[src/rtl/l0_pkg.sv]
// Shared types and helpers for the level-0 anchor bounding-box scan.
// Latency: n/a (types, constants and pure functions only).
// Backpressure: n/a.
package l0_pkg;

    localparam int L0_DEPTH  = 16;
    localparam int L0_ADDR_W = 4;
    localparam int L0_DATA_W = 48;

    typedef logic [15:0] fp16_t;

    // SRAM word layout: x in [47:32], y in [31:16], z in [15:0].
    typedef struct packed {
        fp16_t x;
        fp16_t y;
        fp16_t z;
    } l0_word_t;

    typedef enum logic [2:0] {
        IDLE,
        FETCH,
        DRAIN,
        FIN,
        DONE
    } state_t;

    // Sign-magnitude total order; +0 and -0 are equal, exp=31 codes are
    // ordered purely by their bit pattern.
    function automatic logic fp16_less(input fp16_t a, input fp16_t b);
        logic res;
        if ((a[14:0] == 15'd0) && (b[14:0] == 15'd0))
            res = 1'b0;
        else if (a[15] != b[15])
            res = a[15];
        else if (!a[15])
            res = (a[14:0] < b[14:0]);
        else
            res = (a[14:0] > b[14:0]);
        return res;
    endfunction

    // fp16 -> sign-magnitude fixed point scaled by 64 (shift by exp-19),
    // magnitude saturated to 0x7fff. Subnormals fall below one LSB.
    function automatic logic [15:0] fp16_to_fix(input fp16_t a);
        logic [4:0]  e;
        logic [31:0] man;
        logic [31:0] v;
        logic [14:0] mag;
        e   = a[14:10];
        man = {21'd0, 1'b1, a[9:0]};
        v   = 32'd0;
        mag = 15'd0;
        if (e == 5'd0) begin
            mag = 15'd0;
        end else if (e == 5'd31) begin
            mag = 15'h7fff;
        end else begin
            if (e < 5'd19)
                v = man >> (5'd19 - e);
            else
                v = man << (e - 5'd19);
            mag = (v > 32'h0000_7fff) ? 15'h7fff : v[14:0];
        end
        return {a[15], mag};
    endfunction

    // Sign-magnitude fixed point -> 20-bit two's complement.
    function automatic logic [19:0] sm_to_tc(input logic [15:0] s);
        logic [19:0] mag;
        mag = {5'd0, s[14:0]};
        return s[15] ? (20'd0 - mag) : mag;
    endfunction

endpackage

[src/rtl/level0_bbox_scan_minmax.sv]
// fp16_minmax_axis: registered running min/max of one fp16 axis.
// Latency: 1 cycle from i_load/i_upd to o_min/o_max; ports: clk, rstn,
// i_clr/i_load/i_upd controls, i_val sample, o_min/o_max results.
// Backpressure: none, one sample per cycle; equality keeps the held value.
module fp16_minmax_axis
    import l0_pkg::*;
(
    input  logic  clk,
    input  logic  rstn,
    input  logic  i_clr,
    input  logic  i_load,
    input  logic  i_upd,
    input  fp16_t i_val,
    output fp16_t o_min,
    output fp16_t o_max
);

    fp16_t r_min;
    fp16_t r_max;

    always_ff @(posedge clk) begin
        if (!rstn || i_clr) begin
            r_min <= '0;
            r_max <= '0;
        end else if (i_load) begin
            r_min <= i_val;
            r_max <= i_val;
        end else if (i_upd) begin
            if (fp16_less(i_val, r_min))
                r_min <= i_val;
            if (fp16_less(r_max, i_val))
                r_max <= i_val;
        end
    end

    assign o_min = r_min;
    assign o_max = r_max;

endmodule

[src/rtl/level0_bbox_scan.sv]
// level0_bbox_scan: reads back N=min(anchor_count,16) level-0 anchors and
// reports their per-axis fp16 bounding box. Latency: done at cycle N+2 after
// start (1 when N=0). Backpressure: none; start is ignored while busy.
// Ports: clk/rstn (sync, active-low), start/anchor_count in, SRAM read
// master (l0_cen_n, l0_wen, l0_addr, l0_data_out), busy/done/empty status,
// min_*/max_* results. Optional L0_CENTROID_SUM_EN adds sum_x/y/z
// (20-bit two's complement coordinate sums) and delays done by one cycle.
module level0_bbox_scan
    import l0_pkg::*;
#(
    parameter int CNT_W = 32
) (
    input  logic                 clk,
    input  logic                 rstn,
    input  logic                 start,
    input  logic [CNT_W-1:0]     anchor_count,
    output logic                 l0_cen_n,
    output logic                 l0_wen,
    output logic [L0_ADDR_W-1:0] l0_addr,
    input  logic [L0_DATA_W-1:0] l0_data_out,
    output logic                 busy,
    output logic                 done,
    output logic                 empty,
    output logic [15:0]          min_x,
    output logic [15:0]          min_y,
    output logic [15:0]          min_z,
    output logic [15:0]          max_x,
    output logic [15:0]          max_y,
    output logic [15:0]          max_z
`ifdef L0_CENTROID_SUM_EN
   ,output logic [19:0]          sum_x,
    output logic [19:0]          sum_y,
    output logic [19:0]          sum_z
`endif
);

`ifdef L0_CENTROID_SUM_EN
    // The conversion stage adds one cycle after the last read word.
    localparam logic DRAIN_SINGLE = 1'b0;
`else
    localparam logic DRAIN_SINGLE = 1'b1;
`endif

    state_t                r_state;
    logic                  r_cen_n;
    logic [L0_ADDR_W-1:0]  r_addr;
    logic [4:0]            r_n;
    logic                  r_busy;
    logic                  r_done;
    logic                  r_empty;
    logic                  r_drain_last;
    logic                  r_rd_vld;
    logic                  r_first;

    logic                  w_accept;
    logic [4:0]            w_n_eff;
    logic                  w_load;
    logic                  w_upd;
    l0_word_t              w_word;

    assign w_accept = start && ((r_state == IDLE) || (r_state == DONE));
    assign w_n_eff  = (anchor_count >= CNT_W'(L0_DEPTH)) ? 5'(L0_DEPTH)
                                                         : anchor_count[4:0];
    assign w_word   = l0_word_t'(l0_data_out);

    always_ff @(posedge clk) begin
        if (!rstn) begin
            r_state      <= IDLE;
            r_cen_n      <= 1'b1;
            r_addr       <= '0;
            r_n          <= '0;
            r_busy       <= 1'b0;
            r_done       <= 1'b0;
            r_empty      <= 1'b0;
            r_drain_last <= 1'b0;
        end else begin
            r_done <= 1'b0;
            case (r_state)
                IDLE, DONE: begin
                    if (start) begin
                        r_n     <= w_n_eff;
                        r_busy  <= 1'b1;
                        r_empty <= (w_n_eff == 5'd0);
                        if (w_n_eff != 5'd0) begin
                            r_state <= FETCH;
                            r_cen_n <= 1'b0;
                            r_addr  <= '0;
                        end else begin
`ifdef L0_CENTROID_SUM_EN
                            r_state      <= DRAIN;
                            r_drain_last <= 1'b1;
`else
                            r_state <= FIN;
                            r_done  <= 1'b1;
`endif
                        end
                    end
                end
                FETCH: begin
                    if ({1'b0, r_addr} == (r_n - 5'd1)) begin
                        r_state      <= DRAIN;
                        r_cen_n      <= 1'b1;
                        r_drain_last <= DRAIN_SINGLE;
                    end else begin
                        r_addr <= r_addr + 1'b1;
                    end
                end
                DRAIN: begin
                    if (r_drain_last) begin
                        r_state <= FIN;
                        r_done  <= 1'b1;
                    end else begin
                        r_drain_last <= 1'b1;
                    end
                end
                FIN: begin
                    r_state <= DONE;
                    r_busy  <= 1'b0;
                end
                default: r_state <= IDLE;
            endcase
        end
    end

    // Read data is qualified by a one-cycle delayed copy of the chip enable;
    // r_first picks the word that seeds min=max.
    always_ff @(posedge clk) begin
        if (!rstn) begin
            r_rd_vld <= 1'b0;
            r_first  <= 1'b0;
        end else begin
            r_rd_vld <= ~r_cen_n;
            if (w_accept)
                r_first <= 1'b1;
            else if (r_rd_vld)
                r_first <= 1'b0;
        end
    end

    assign w_load = r_rd_vld & r_first;
    assign w_upd  = r_rd_vld & ~r_first;

    fp16_minmax_axis u_axis_x (
        .clk(clk), .rstn(rstn), .i_clr(w_accept), .i_load(w_load),
        .i_upd(w_upd), .i_val(w_word.x), .o_min(min_x), .o_max(max_x)
    );
    fp16_minmax_axis u_axis_y (
        .clk(clk), .rstn(rstn), .i_clr(w_accept), .i_load(w_load),
        .i_upd(w_upd), .i_val(w_word.y), .o_min(min_y), .o_max(max_y)
    );
    fp16_minmax_axis u_axis_z (
        .clk(clk), .rstn(rstn), .i_clr(w_accept), .i_load(w_load),
        .i_upd(w_upd), .i_val(w_word.z), .o_min(min_z), .o_max(max_z)
    );

`ifdef L0_CENTROID_SUM_EN
    logic        r_conv_vld;
    logic [15:0] r_cx;
    logic [15:0] r_cy;
    logic [15:0] r_cz;
    logic [19:0] r_sum_x;
    logic [19:0] r_sum_y;
    logic [19:0] r_sum_z;

    always_ff @(posedge clk) begin
        if (!rstn) begin
            r_conv_vld <= 1'b0;
            r_cx       <= '0;
            r_cy       <= '0;
            r_cz       <= '0;
            r_sum_x    <= '0;
            r_sum_y    <= '0;
            r_sum_z    <= '0;
        end else begin
            r_conv_vld <= r_rd_vld;
            if (r_rd_vld) begin
                r_cx <= fp16_to_fix(w_word.x);
                r_cy <= fp16_to_fix(w_word.y);
                r_cz <= fp16_to_fix(w_word.z);
            end
            if (w_accept) begin
                r_sum_x <= '0;
                r_sum_y <= '0;
                r_sum_z <= '0;
            end else if (r_conv_vld) begin
                r_sum_x <= r_sum_x + sm_to_tc(r_cx);
                r_sum_y <= r_sum_y + sm_to_tc(r_cy);
                r_sum_z <= r_sum_z + sm_to_tc(r_cz);
            end
        end
    end

    assign sum_x = r_sum_x;
    assign sum_y = r_sum_y;
    assign sum_z = r_sum_z;
`endif

    assign l0_cen_n = r_cen_n;
    assign l0_wen   = 1'b0;
    assign l0_addr  = r_addr;
    assign busy     = r_busy;
    assign done     = r_done;
    assign empty    = r_empty;

endmodule

[config.mk]
export PLATFORM = sky130hd
export DESIGN_NAME = level0_bbox_scan
export DESIGN_NICKNAME = d
export VERILOG_FILES = /design/src/rtl/l0_pkg.sv /design/src/rtl/level0_bbox_scan_minmax.sv /design/src/rtl/level0_bbox_scan.sv
export SDC_FILE = /design/constraint.sdc
export NUM_CORES = 1
export LEC_CHECK = 0
export ABC_AREA = 1
export BUFFER_PORTS_ARGS = -buffer_cell sky130_fd_sc_hd__buf_2
export CORE_ASPECT_RATIO = 1.1
export CORE_MARGIN = 2
export CORE_UTILIZATION = 55
export CTS_CLUSTER_SIZE = 14
export DETAILED_ROUTE_END_ITERATION = 7
export GPL_TIMING_DRIVEN = 0
export PLACE_DENSITY = 0.81
export REMOVE_ABC_BUFFERS = 1
export SYNTH_ARGS = -nofsm -noshare
export SYNTH_HDL_FRONTEND = slang
export SYNTH_SLANG_ARGS = --single-unit
[constraint.sdc]
create_clock -name clk -period 1.9 [get_ports clk]
set_input_delay 0.285 -clock clk [delete_from_list [all_inputs] [get_ports clk]]
set_output_delay 0.285 -clock clk [all_outputs]
set_load 0.01 [all_outputs]
# After elaboration in Yosys (flattened, before gate mapping)
# Cells that the tools add are included.
[op_classes]
add_sub_neg = 2
n_lt_le_gt_ge = 13
eq_ne = 16
mux = 77
n_bitwise = 4
n_reduce_logical = 46
[ops]
columns = ["cell", "count"]
rows = [
  ["two-way mux 16 bit", 18],
  ["zero test 15 bit", 9],
  ["greater-than comparator 15 bit", 6],
  ["< comparator 15 bit", 6],
  ["two-way mux 1 bit", 45],
  ["greater-or-equal comparator 32 x 5 -> 1 bit (second input constant)", 1],
  ["nonzero test 2 bit", 11],
  ["AND reduction 2 bit", 9],
  ["two-way mux 4 bit", 3],
  ["case mux 3 bit (4 select lines)", 1],
  ["!= test 2 bit (second input constant)", 5],
  ["two-way mux 3 bit", 3],
  ["case mux 1 bit (2 select lines)", 4],
  ["case mux 4 bit (2 select lines)", 1],
  ["AND reduction 4 bit", 2],
  ["logical AND 1 bit", 7],
  ["== test 3 x 2 -> 1 bit (second input constant)", 2],
  ["!= test 1 bit", 6],
  ["== test 4 x 5 -> 1 bit", 1],
  ["zero test 5 bit", 1],
  ["two-way mux 5 bit", 1],
  ["nonzero test 5 bit", 1],
  ["subtractor 5 x 1 -> 5 bit (second input constant)", 1],
  ["adder 4 x 1 -> 4 bit (second input constant)", 1],
  ["other kinds (10)", 13],
]
[totals]
reg_bits = 115
input_bits = 83
out_inout_bits = 105
wordCells = 174

# Depth between registers and ports, before layout
# Gate-level depths: netlist of the first run.
[logic_depth]
depth_word = 10
depth_mapped = 17
depth_no_buf = 16

# By module
# Synthesis of the first run repeated with hierarchy kept, for this count alone.
[hier_totals]
hier_cells = 1332
hier_area_um2 = 8544.4
[by_module_without_submodules]
columns = ["mod", "n_inst", "cells_per_inst", "area_per_inst_um2", "seq_area_each_um2"]
rows = [
  ["fp16_minmax_axis", 3, 387, 2432.3, 640.6],
  ["level0_bbox_scan", 1, 171, 1247.4, 380.4],
]

# Worst setup path after synthesis of the first run
# OpenSTA, ideal clock, no wires.
[synth_timing]
path_kind = "reg-to-reg"
start = "register u_axis_y.r_min[14], in the netlist u_axis_y.o_min[14]"
end = "register u_axis_y.r_min[11], in the netlist u_axis_y.o_min[11]"
setup_time_ns = 0.115
arrival_ns = 1.715
t_required_ns = 1.785
setup_slack_ns = 0.070
path_stages_with_launch = 17
n_path_buf = 1
period_less_slack_ns = 1.830
cell_sequence = "dfxtp_1 -> inv_1 -> ha_1 -> nand2_1 -> nor2_2 -> inv_1 -> nor2_2 -> nand2_1 -> nand2_1 -> nand2_1 -> nand2_1 -> nand2_1 -> nand2_2 -> buf_4 -> nand3_1 -> nand2_1 -> nor2_1"
[synth_via]
elab_chain_cells = 9
elab_cells_between_ends = 12
cone_classes = "order compare (2); mux (6); reduce/logical (4)"
[synth_rtl]
columns = ["item", "line_no", "text"]
rows = [
  ["start, declared", "level0_bbox_scan_minmax.sv:18", "fp16_t r_min;"],
  ["start signal, assigned", "level0_bbox_scan_minmax.sv:26", "r_min <= i_val;"],
  ["start signal, assigned", "level0_bbox_scan_minmax.sv:30", "r_min <= i_val;"],
  ["< comparator 15 bit or greater-than comparator 15 bit (tied branches)", "l0_pkg.sv:36, l0_pkg.sv:38", ""],
  ["two-way mux 1 bit", "l0_pkg.sv:35", "else if (!a[15])"],
  ["two-way mux 1 bit", "l0_pkg.sv:33", "else if (a[15] != b[15])"],
  ["two-way mux 1 bit *", "l0_pkg.sv:31", "if ((a[14:0] == 15'd0) && (b[14:0] == 15'd0))"],
  ["two-way mux 1 bit *", "level0_bbox_scan_minmax.sv:28", "end else if (i_upd) begin"],
  ["two-way mux 1 bit *", "level0_bbox_scan_minmax.sv:25", "end else if (i_load) begin"],
  ["two-way mux 1 bit *", "level0_bbox_scan_minmax.sv:22", "if (!rstn || i_clr) begin"],
  ["nonzero test 2 bit (no line) *", "--", ""],
  ["AND reduction 2 bit (no line) *", "--", ""],
]
# Mark *: on every way between the ends. The rest lies on a longest branch, timed or not. The select of a mux whose other input is x is not followed.
# A chain may end at the register's enable or synchronous reset.

# Final worst setup path of the first run
[layout_timing]
start = "register u_axis_y.r_max[14], in the netlist u_axis_y.o_max[14]"
end = "register u_axis_y.r_max[7], in the netlist u_axis_y.o_max[7]"
[layout_via]
elab_chain_cells = 9
elab_cells_between_ends = 12
cone_classes = "order compare (2); mux (6); reduce/logical (4)"
[layout_rtl]
columns = ["item", "line_no", "text"]
rows = [
  ["start, declared", "level0_bbox_scan_minmax.sv:19", "fp16_t r_max;"],
  ["start signal, assigned", "level0_bbox_scan_minmax.sv:27", "r_max <= i_val;"],
  ["start signal, assigned", "level0_bbox_scan_minmax.sv:32", "r_max <= i_val;"],
  ["< comparator 15 bit or greater-than comparator 15 bit (tied branches)", "l0_pkg.sv:36, l0_pkg.sv:38", ""],
  ["two-way mux 1 bit", "l0_pkg.sv:35", ""],
  ["two-way mux 1 bit", "l0_pkg.sv:33", ""],
  ["two-way mux 1 bit *", "l0_pkg.sv:31", ""],
  ["two-way mux 1 bit *", "level0_bbox_scan_minmax.sv:28", ""],
  ["two-way mux 1 bit *", "level0_bbox_scan_minmax.sv:25", ""],
  ["two-way mux 1 bit *", "level0_bbox_scan_minmax.sv:22", ""],
  ["nonzero test 2 bit (no line) *", "--", ""],
  ["AND reduction 2 bit (no line) *", "--", ""],
]
# Marks and branches as above.

==> impl_results.md, run 1 <==
- Status: finished, violations left
- Failing checks: design-rule violations, negative setup slack
- Setup Viol. Count Final: 96
- Die Area: 15600 um^2
- Post-DP Area: 8970 um^2
- Min-Delay Path Class: in2reg
- Number of synthesized register bits: 115
- Mapped cell area: 8050 um^2
- Syn_area_per_cell: 6.44 um^2
- Lkg Pwr: 0.00546 uW
- Setup ws final: -0.340 ns
- P per Cell Area: 925 nW/um^2
- Crit Path Class: reg2reg
- GRT Total Usage: 32.3%
- Sw frac: 43.6%
- Final hold viol count: 0
- Grt total ovfl: 0
- Clock power share: 25.7%
- Die height: 131 um
- Critical path data arrival time: 2.55 ns
- Switching pwr: 4910 uW
- Combinational share of power: 46.7%
- CTS sink count: 115
- FILL cells: 762
- Initial antenna violation count: 0
- Worst path required time: 2.22 ns
- Pre-CTS WS: -0.407 ns
- Peak supply drop: 0.634 mV
- IO buf count: 186
- Row count: 46
- Pins over their slew limit: 0
- Most used routing layer: met2
- Final WL: 34200 um
- Sequential fraction of the synthesis area: 28.6%
- Met2 global-route usage: 56.9%
- Fin util: 84.4%
- Worst Max-Slew Pin Slew: 0.851 ns
- Biggest area consumer among synthesized cells: dfxtp_1
- Maxcap violations: 0
- Area grow syn2layout: 50.9%
- Max Buffers Root-to-Sink: 2
- CTS tree: done
- Grt met1 use: 36.2%
- Int Pwr: 6330 uW
- Antenna cells: 0
- Detail Route Antenna Nets: 0
- 1st-pass router iterations: 8
- H-tree depth: 4
- Vias post-DR: 10300
- CP endpoint kind: register
- Design area: 12100 um^2
- Die Wd: 119 um
- Post-layout min period: 2.24 ns
- First-pass GRT wire length: 40400 um
- Met3 Use GR: 7.64%
- Most area-consuming cells after synthesis: dfxtp_1, ha_1, nand2_1
- Layout cells sized above 1: 44.1%
- Hold buffer count at cts: 0
- Detail Placement HPWL: 14900 um
- Vias per cell: 6.21
- Routability congestion estimate: 0.861
- FMAX: 447 MHz
- Cells after synthesis: 1250
- Post-route DRC: 18
- Vias in the first global route: 8601
- I/O pins: 188
- Startpoint types: register
- Root Driver: clkbuf_16
- Clk_lat worst skew: 0.43 ns
- Netlist cell types: 27
- Flop pwr share: 27.6%
- Final nets: 1638
- Tcrit/Tclk final: 118%
- Synth top area share: 28.6%
- Starting density of the core: 55.9%
- Worst-path clk slew: 0.06 ns
- Avg WL per Cell: 20.5 um
- Slew headroom: 43.2%
- Largest net degree at the start of global routing: 103
- Final Skew: 0.00948 ns
- Starting DRT DRC Count: 1156
- RSZ-0062 raised after global routing: true
- Core Box Area: 14400 um^2
- Yosys warnings: 0
- TritonCTS Buffers: 17
- CP max FO: 8
[critical path: stages, from the launching register on]
cell     delay [ns]
dfxtp_2        0.35
ha_4           0.29
nand2_4        0.06
nor2_4         0.12
inv_2          0.05
nor2_4         0.15
nand4_1        0.20
nand2_2        0.14
nand2_4        0.07
nand2_8        0.14
nand2_8        0.10
nand3_1        0.09
nand2_1        0.07
nor2_1         0.27
[layer usage]
| metal | vias to the layer above | routed length [um] |
|---|---|---|
| met1 | 4679 | 11700 |
| li1 | 4471 | - |
| met3 | 308 | 3520 |
| met5 | - | 0 |
| met2 | 887 | 16400 |
| met4 | 0 | 2570 |
[sequential cells by signal (all words and copies together), names as in the netlist]
signal,cells
l0_cen_n,1
r_rd_vld,1
u_axis_y.o_max,16
u_axis_x.o_min,16
busy,1
r_state,3
r_first,1
l0_addr,4
done,1
u_axis_z.o_max,16
u_axis_y.o_min,16
r_n,5
u_axis_z.o_min,16
empty,1
r_drain_last,1
u_axis_x.o_max,16
[cells in the mapped netlist, drive strengths merged]
cell type	n
a21oi	139
a31oi	2
buf	41
clkbuf	9
conb	1
dfxtp	115
ha	92
inv	182
nand2	301
nand3	126
nand3b	2
nand4	25
nor2	187
nor3	9
o21ai	4
o22ai	1
o31ai	1
o32ai	3
or2	3
xnor2	3
xor2	4
[power by group through the flow]
stage	clock network, uW	registers [uW]	logic, uW
final	2890	3110	5250
after global routing	2970	3130	5590
after CTS	2860	3050	3970
after detailed placement	0	3070	3070
after global placement	0	3140	2980
after floorplan	0	3160	2060
[worst paths after layout]
| check | endpoint | cells after the start | slack, ns | startpoint |
|---|---|---|---|---|
| worst min-delay path | r_n[1] | 3 | 0.10 | anchor_count[1] |
| worst min register to register | empty | 2 | 0.46 | empty |
| worst max register to register | u_axis_y.o_max[7] | 13 | -0.34 | u_axis_y.o_max[14] |
| worst max-delay path | u_axis_y.o_max[7] | 13 | -0.34 | u_axis_y.o_max[14] |
[through the flow]
stage | cells | hold slack [ns] | setup TNS [ns] | total power [uW]
6_report | 1667 | 0.105 | -13.93 | 11200
5_1_grt | 1667 | 0.117 | -23.51 | 11700
4_1_cts | 1647 | 0.108 | -0.0313 | 9870
3_5_place_dp | 1581 | 0.443 | -33.32 | 6150
3_3_place_gp | 1578 | 0.439 | -330.03 | 6120
2_1_floorplan | 1200 | 0.383 | -190.63 | 5230
[final cells by class]
type	count	area [um^2]	share of cell area [%]
multi-input combinational	922	6970	57.4
sequential	115	2440	20.1
timing repair buffer	225	1300	10.7
inverter	182	687	5.66
clock buffer	25	475	3.91
tap	192	240	1.98
clock inverter	6	32.5	0.268
[kinds of logic (layout without fill, tap and decap cells)]
family,Yosys count,count (layout),share of synthesized area (%)
buf+inv,232,438,12.5
compound gates,150,150,9.55
simple gates,653,672,34.3
flops,115,115,28.6
xor+xnor,7,7,0.762
fa+ha+maj,92,92,14.3
other cells,1,1,0.0466
[layout by cell type (no fill, tap or decap), drive strengths merged, types with 4 or more instances in the layout]
master | netlist | final
clkbuf | 9 | 25
nor2 | 187 | 188
xor2 | 4 | 4
clkinv | 0 | 5
nand4 | 25 | 25
o21ai | 4 | 4
inv | 182 | 181
ha | 92 | 92
dfxtp | 115 | 115
nor3 | 9 | 9
buf | 41 | 225
nand3 | 126 | 126
nand2 | 301 | 319
a21oi | 139 | 139
[timing repair]
| item | CTS | global route |
|---|---|---|
| gates resized for setup | 183 | 278 |
| setup endpoints to repair | 96 | 101 |
| buffers inserted | 18 | 18 |
| pin swaps | 61 | 104 |
| gates cloned | 17 | 2 |
No activity file was read; power rests on OpenSTA's default activity.
==> run 2: changes to the inputs <==
Settings changed: SETUP_SLACK_MARGIN set to 0.3, SKIP_CTS_REPAIR_TIMING set to 1, TNS_END_PERCENT set to 1.
==> run 2 against run 1 <==
  * The run ends with negative setup slack left
  * Non-clock buffer count decreased by 8
  * First-iteration DRC count decreased by 14%
  * Die area unchanged
  * Sequential share of layout area increased by 0.31 points
  * Count of clock-buffer cells in the layout unchanged
  * Maximum frequency increased by 7.3%
  * Via count decreased by 3.1%
  * Critical endpoint is now u_axis_x.o_max[1]
  * Highest routed layer unchanged
==> impl_results.md, run 2 (synthesized netlist as in run 1, its figures left out) <==
- Crit-path cells: ha_1, nand2_1, nand2_1, nand2_1, nand2_1, a21oi_2, nand2_2, a21oi_4, nand2_8, nand2_8, nand3_1, nand2_1, nor2_1
- Sw frac: 42.6% (-1.1 points)
- Failing checks: negative setup slack
- Row count: 46 (unchanged)
- Final Skew: 0.00732 ns (-0.00216 ns)
- Detail Route Antenna Nets: 0 (unchanged)
- H-tree depth: 4 (unchanged)
- CP endpoint kind: register
- Post-layout min period: 2.09 ns (-0.153 ns)
- Crit path max-delay family: simple AND/OR/NAND/NOR gates
- Vias in the first global route: 7258 (-16%)
- TritonCTS Buffers: 17 (unchanged)
- Tcrit/Tclk final: 110% (-8.1 points)
- Leading cell type in the layout, fill and taps excluded: nand2_1
- CTS sink count: 115 (unchanged)
- Crit Path Class: reg2reg
- RSZ-0062 raised after global routing: true
- Setup ws final: -0.187 ns (+0.153 ns)
- Grt total ovfl: 0 (unchanged)
- Max Buffers Root-to-Sink: 2 (unchanged)
- FILL cells: 807 (+5.9%)
- CP most frequent cell: nand2_1
- CTS tree: done
- Largest net degree at the start of global routing: 103 (unchanged)
- Buf/Inv on CP: 0 (-1)
- Pins over their slew limit: 0 (unchanged)
- 1st-pass router iterations: 7 (-1)
- Critical path data arrival time: 2.40 ns (-0.15 ns)
- Startpoint types: register
- Clock power share: 26.2% (+0.5 points)
- Status: finished, violations left
- Vias post-DR: 10000 (-3.1%)
- Slowest stage delay, CP: 0.34 ns (about the same)
- Root Driver: clkbuf_16
- Combinational share of power: 45.3% (-1.4 points)
- Min-Delay Path Class: in2reg
- Most frequent cells in the layout: nand2_1, buf_2, nor2_1
- Starting DRT DRC Count: 999 (-14%)
- Avg WL per Cell: 18.6 um (-9.3%)
- Final nets: 1629 (-0.55%)
- Die Wd: 119 um (unchanged)
- Fin util: 83.2% (-1.3 points)
- Final hold viol count: 0 (unchanged)
- Worst Max-Slew Pin Slew: 0.848 ns (-0.00341 ns)
- Die height: 131 um (unchanged)
- Routability congestion estimate: 0.861 (unchanged)
- WHS: 0.112 ns (+0.00659 ns)
- GRT Total Usage: 25.6% (-6.7 points)
- Worst-path clk slew: 0.06 ns (about the same)
- FMAX: 479 MHz (+7.3%)
- Detail Placement HPWL: 14900 um (unchanged)
- Core Box Area: 14400 um^2 (unchanged)
- Initial antenna violation count: 0 (unchanged)
- Int Pwr: 6290 uW (-0.68%)
- Post-route DRC: 0 (-18)
- Lkg Pwr: 0.00539 uW (-1.4%)
- Flop pwr share: 28.5% (+0.9 points)
- First-pass GRT wire length: 32800 um (-19%)
- Antenna cells: 0 (unchanged)
- Area grow syn2layout: 48.7%
- Setup Viol. Count Final: 96 (unchanged)
- I/O pins: 188 (unchanged)
- IO buf count: 186 (unchanged)
- Final WL: 30900 um (-9.7%)
- Vias per cell: 6.05 (-2.5%)
- CP max FO: 8 (unchanged)
- Die Area: 15600 um^2 (unchanged)
- Worst path required time: 2.21 ns (about the same)
- Slew headroom: 43.3% (+0.15 points)
- P per Cell Area: 915 nW/um^2 (-1.1%)
- Maxcap violations: 0 (unchanged)
- Layout cells sized above 1: 43.1% (-1.0 points)
- Clk_lat worst skew: 0.42 ns (about the same)
- Slowest cell on crit path: dfxtp_2
- Switching pwr: 4660 uW (-5.0%)
- Starting density of the core: 55.9% (unchanged)
- Peak supply drop: 0.633 mV (-0.17%)
run 2: cell types whose count changed in the layout (fill, tap and decap cells not counted), moves of 4 or more:
| cell | before | now |
|---|---|---|
| a21oi_4 | 13 | 9 |
| buf_4 | 34 | 24 |
| nand2_1 | 221 | 231 |
| nand3_2 | 35 | 39 |
| nand2_4 | 21 | 15 |
run 2: routing by layer:
| metal | routed length, um | track usage [%] | vias up |
|---|---|---|---|
| met5 | 0 | 0 | - |
| met4 | 1920 | 10.8 | 0 |
| met3 | 2820 | 5.30 | 220 |
| met2 | 15100 | 43.6 | 743 |
| met1 | 11000 | 31.7 | 4619 |
| li1 | - | - | 4447 |
run 2: area by class of cell:
cell class | count | area (um^2) | share of cell area (%)
clock buffers | 25 | 475 | 3.97
well taps | 192 | 240 | 2.01
inverters | 182 | 687 | 5.74
clock inverters | 6 | 32.5 | 0.272
flip-flops and latches | 115 | 2440 | 20.4
repair buffers | 217 | 1260 | 10.5
multi-input cells | 921 | 6830 | 57.1
run 2: worst paths after layout:
path                          start                 to  slack, ns  cells past startpoint
setup / recovery  u_axis_x.o_max[8]  u_axis_x.o_max[1]      -0.19                     13
hold / removal      anchor_count[1]             r_n[1]       0.11                      3
setup reg to reg  u_axis_x.o_max[8]  u_axis_x.o_max[1]      -0.19                     13
hold reg to reg            l0_cen_n           r_rd_vld       0.45                      1
run 2: power by group through the flow:
| stage | combinational [uW] | sequential, uW | clock, uW |
|---|---|---|---|
| floorplan | 2060 | 3160 | 0 |
| global placement | 2980 | 3140 | 0 |
| detailed placement | 3070 | 3070 | 0 |
| CTS | 3100 | 3020 | 2860 |
| global route | 5310 | 3140 | 2970 |
| finish | 4970 | 3120 | 2870 |
run 2: per-stage QoR:
step,cell area [um^2],std cells,power [uW],setup WS [ns],TNS (ns)
after floorplan,7730,1200,5230,-1.92,-190.63
after global placement,8900,1578,6120,-3.33,-330.03
after detailed placement,8970,1581,6150,-0.407,-33.32
after CTS,9480,1612,8980,-0.396,-28.96
after global routing,12000,1658,11400,-0.279,-16.62
final,12000,1658,11000,-0.187,-8.95
run 2: worst reg2reg max path, cell delays in order, from the launching register on:
cell and delay (ns):
dfxtp_2 0.34, ha_1 0.32, nand2_1 0.08, nand2_1 0.06
nand2_1 0.08, nand2_1 0.08, a21oi_2 0.16, nand2_2 0.11
a21oi_4 0.22, nand2_8 0.13, nand2_8 0.15, nand3_1 0.10
nand2_1 0.11, nor2_1 0.05
==> run 3: changes to the inputs <==
Settings changed: PLACE_DENSITY 0.81 to unset, PLACE_DENSITY_LB_ADDON set to 0.12, RECOVER_POWER set to 100.
==> run 3 against run 2 <==
  * The flow still finishes with violations (negative setup slack)
  * Design area down 2.0%
  * Utilization shrank 1.7 points
  * Combinational power shrank 3%
  * Maximum frequency down 1.2%
  * Worst hold slack gained 0.015 ns
  * Clock power is 25% higher
  * Non-clock buffer count stayed put
  * Largest power group unchanged
==> impl_results.md, run 3 (synthesized netlist as in run 1, its figures left out) <==
- Slowest stage delay, CP: 0.35 ns (about the same)
- IO buf count: 186 (unchanged)
- Detail Route Antenna Nets: 0 (unchanged)
- Final WL: 27700 um (-10%)
- Leading cell type in the layout, fill and taps excluded: nand2_1
- Min-Delay Path Class: in2reg
- Worst-path clk slew: 0.06 ns (about the same)
- Row count: 46 (unchanged)
- Pre-CTS WS: -0.455 ns (-0.0483 ns)
- Vias in the first global route: 6984 (-3.8%)
- Design area: 11700 um^2 (-2.0%)
- Critical path depth: 14 (+1)
- Post-layout min period: 2.11 ns (+0.0262 ns)
- First-pass GRT wire length: 31900 um (-2.6%)
- RSZ-0062 raised after global routing: true
- Final nets: 1629 (unchanged)
- Detail Placement HPWL: 14700 um (-0.82%)
- Die Wd: 119 um (unchanged)
- Initial antenna violation count: 1 (+1)
- Worst reg2reg path depth: 14 (+1)
- CTS tree: done
- Die Area: 15600 um^2 (unchanged)
- H-tree depth: 4 (unchanged)
- Worst Max-Slew Pin Slew: 0.629 ns (-0.219 ns)
- Crit path max-delay family: simple AND/OR/NAND/NOR gates
- Failing checks: negative setup slack
- Post-route DRC: 0 (unchanged)
- Clk_lat worst skew: 0.43 ns (about the same)
- Root Driver: clkbuf_16
- GRT Total Usage: 25.0% (-0.56 points)
- Antenna cells: 0 (unchanged)
- Critical path data arrival time: 2.42 ns (+0.02 ns)
- Grt total ovfl: 0 (unchanged)
- FMAX: 473 MHz (-1.2%)
- Crit-path cells: ha_1, nand2_1, nor2_2, inv_1, nor2_2, nand2_1, nand2_2, nand2_1, nand2_2, nand2_8, nand2_8, nand3_2, nand2_1, nor2_1
- Final Skew: 0.0102 ns (+0.00285 ns)
- Max Buffers Root-to-Sink: 2 (unchanged)
- Slew headroom: 58.0% (+15 points)
- Avg WL per Cell: 16.7 um (-10%)
- Routability congestion estimate: 0.853 (-0.91%)
- Die height: 131 um (unchanged)
- Vias per cell: 5.63 (-6.9%)
- Most used routing layer: met2
- Status: finished, violations left
- Vias post-DR: 9347 (-6.8%)
- Maxcap violations: 0 (unchanged)
- Met3 Use GR: 6.03% (+0.74 points)
- CP most frequent cell: nand2_1
- Grt met1 use: 31.2% (-0.49 points)
- Starting density of the core: 55.9% (unchanged)
- Slowest cell on crit path: dfxtp_1
- CP endpoint kind: register
- Most frequent cells in the layout: nand2_1, buf_2, nor2_1
- CTS sink count: 115 (unchanged)
- Setup Viol. Count Final: 93 (-3.1%)
- Fin util: 81.5% (-1.7 points)
- Setup ws final: -0.213 ns (-0.0262 ns)
- Post-DP Area: 9040 um^2 (+0.70%)
- TritonCTS Buffers: 17 (unchanged)
- Peak supply drop: 0.649 mV (+2.5%)
- Worst path required time: 2.21 ns (about the same)
- I/O pins: 188 (unchanged)
- Met2 global-route usage: 43.4% (-0.17 points)
- Layout cells sized above 1: 38.7% (-4.5 points)
- 1st-pass router iterations: 5 (-2)
- Tcrit/Tclk final: 111% (+1.4 points)
- Starting DRT DRC Count: 668 (-33%)
- Startpoint types: register
- CP max FO: 8 (unchanged)
- Buf/Inv on CP: 1 (+1)
- WHS Path Cells: 3 (unchanged)
- Crit Path Class: reg2reg
- Lkg Pwr: 0.00539 uW (+0.14%)
- P per Cell Area: 973 nW/um^2 (+6.3%)
- Pins over their slew limit: 0 (unchanged)
- Core Box Area: 14400 um^2 (unchanged)
- Area grow syn2layout: 45.7%
- Final hold viol count: 0 (unchanged)
- Largest net degree at the start of global routing: 99 (-3.9%)
-- run 3: worst paths after layout --
kind | slack (ns) | to | from
worst min-delay path | 0.13 | r_n[1] | anchor_count[1]
worst max register to register | -0.21 | u_axis_z.o_max[6] | u_axis_z.o_max[12]
worst min register to register | 0.42 | r_rd_vld | l0_cen_n
worst max-delay path | -0.21 | u_axis_z.o_max[6] | u_axis_z.o_max[12]
-- run 3: cell type report --
cell class / count / area, um^2
flip-flops and latches: 115 / 2400
repair buffers: 217 / 1270
well taps: 192 / 240
clock inverters: 10 / 180
clock buffers: 22 / 464
fillers: 962 / 2670
multi-input cells: 921 / 6480
inverters: 182 / 687
-- run 3: per-layer routing --
layer  share of wire (%)  up-vias
met3                 7.0      122
li1                    -     4447
met4                 4.3        2
met2                  50      422
met5               0.051        -
met1                  39     4354
-- run 3: worst register-to-register path: cells and delay by family, from the launching register on --
kind	cells	cell delay, ns
buffers and inverters	1	0.06
adders and majority gates	1	0.33
and+or+nand+nor	12	1.27
DFF	1	0.35
-- run 3: stage by stage --
| step | total power (uW) | hold slack [ns] | std cells | TNS, ns |
|---|---|---|---|---|
| after floorplan | 5230 | 0.383 | 1200 | -190.63 |
| after global placement | 6130 | 0.421 | 1578 | -337.10 |
| after detailed placement | 6210 | 0.416 | 1583 | -35.47 |
| after CTS | 9770 | 0.117 | 1615 | -30.67 |
| after global routing | 11900 | 0.131 | 1659 | -17.79 |
| final | 11400 | 0.126 | 1659 | -8.53 |
-- run 3: power breakdown --
part	leakage, uW	total (uW)	switching, uW	internal, uW
sequential	0.000967	3020	296	2730
clock	0.000310	3580	1190	2390
combinational	0.00412	4800	3010	1790
total	0.00539	11400	4500	6910
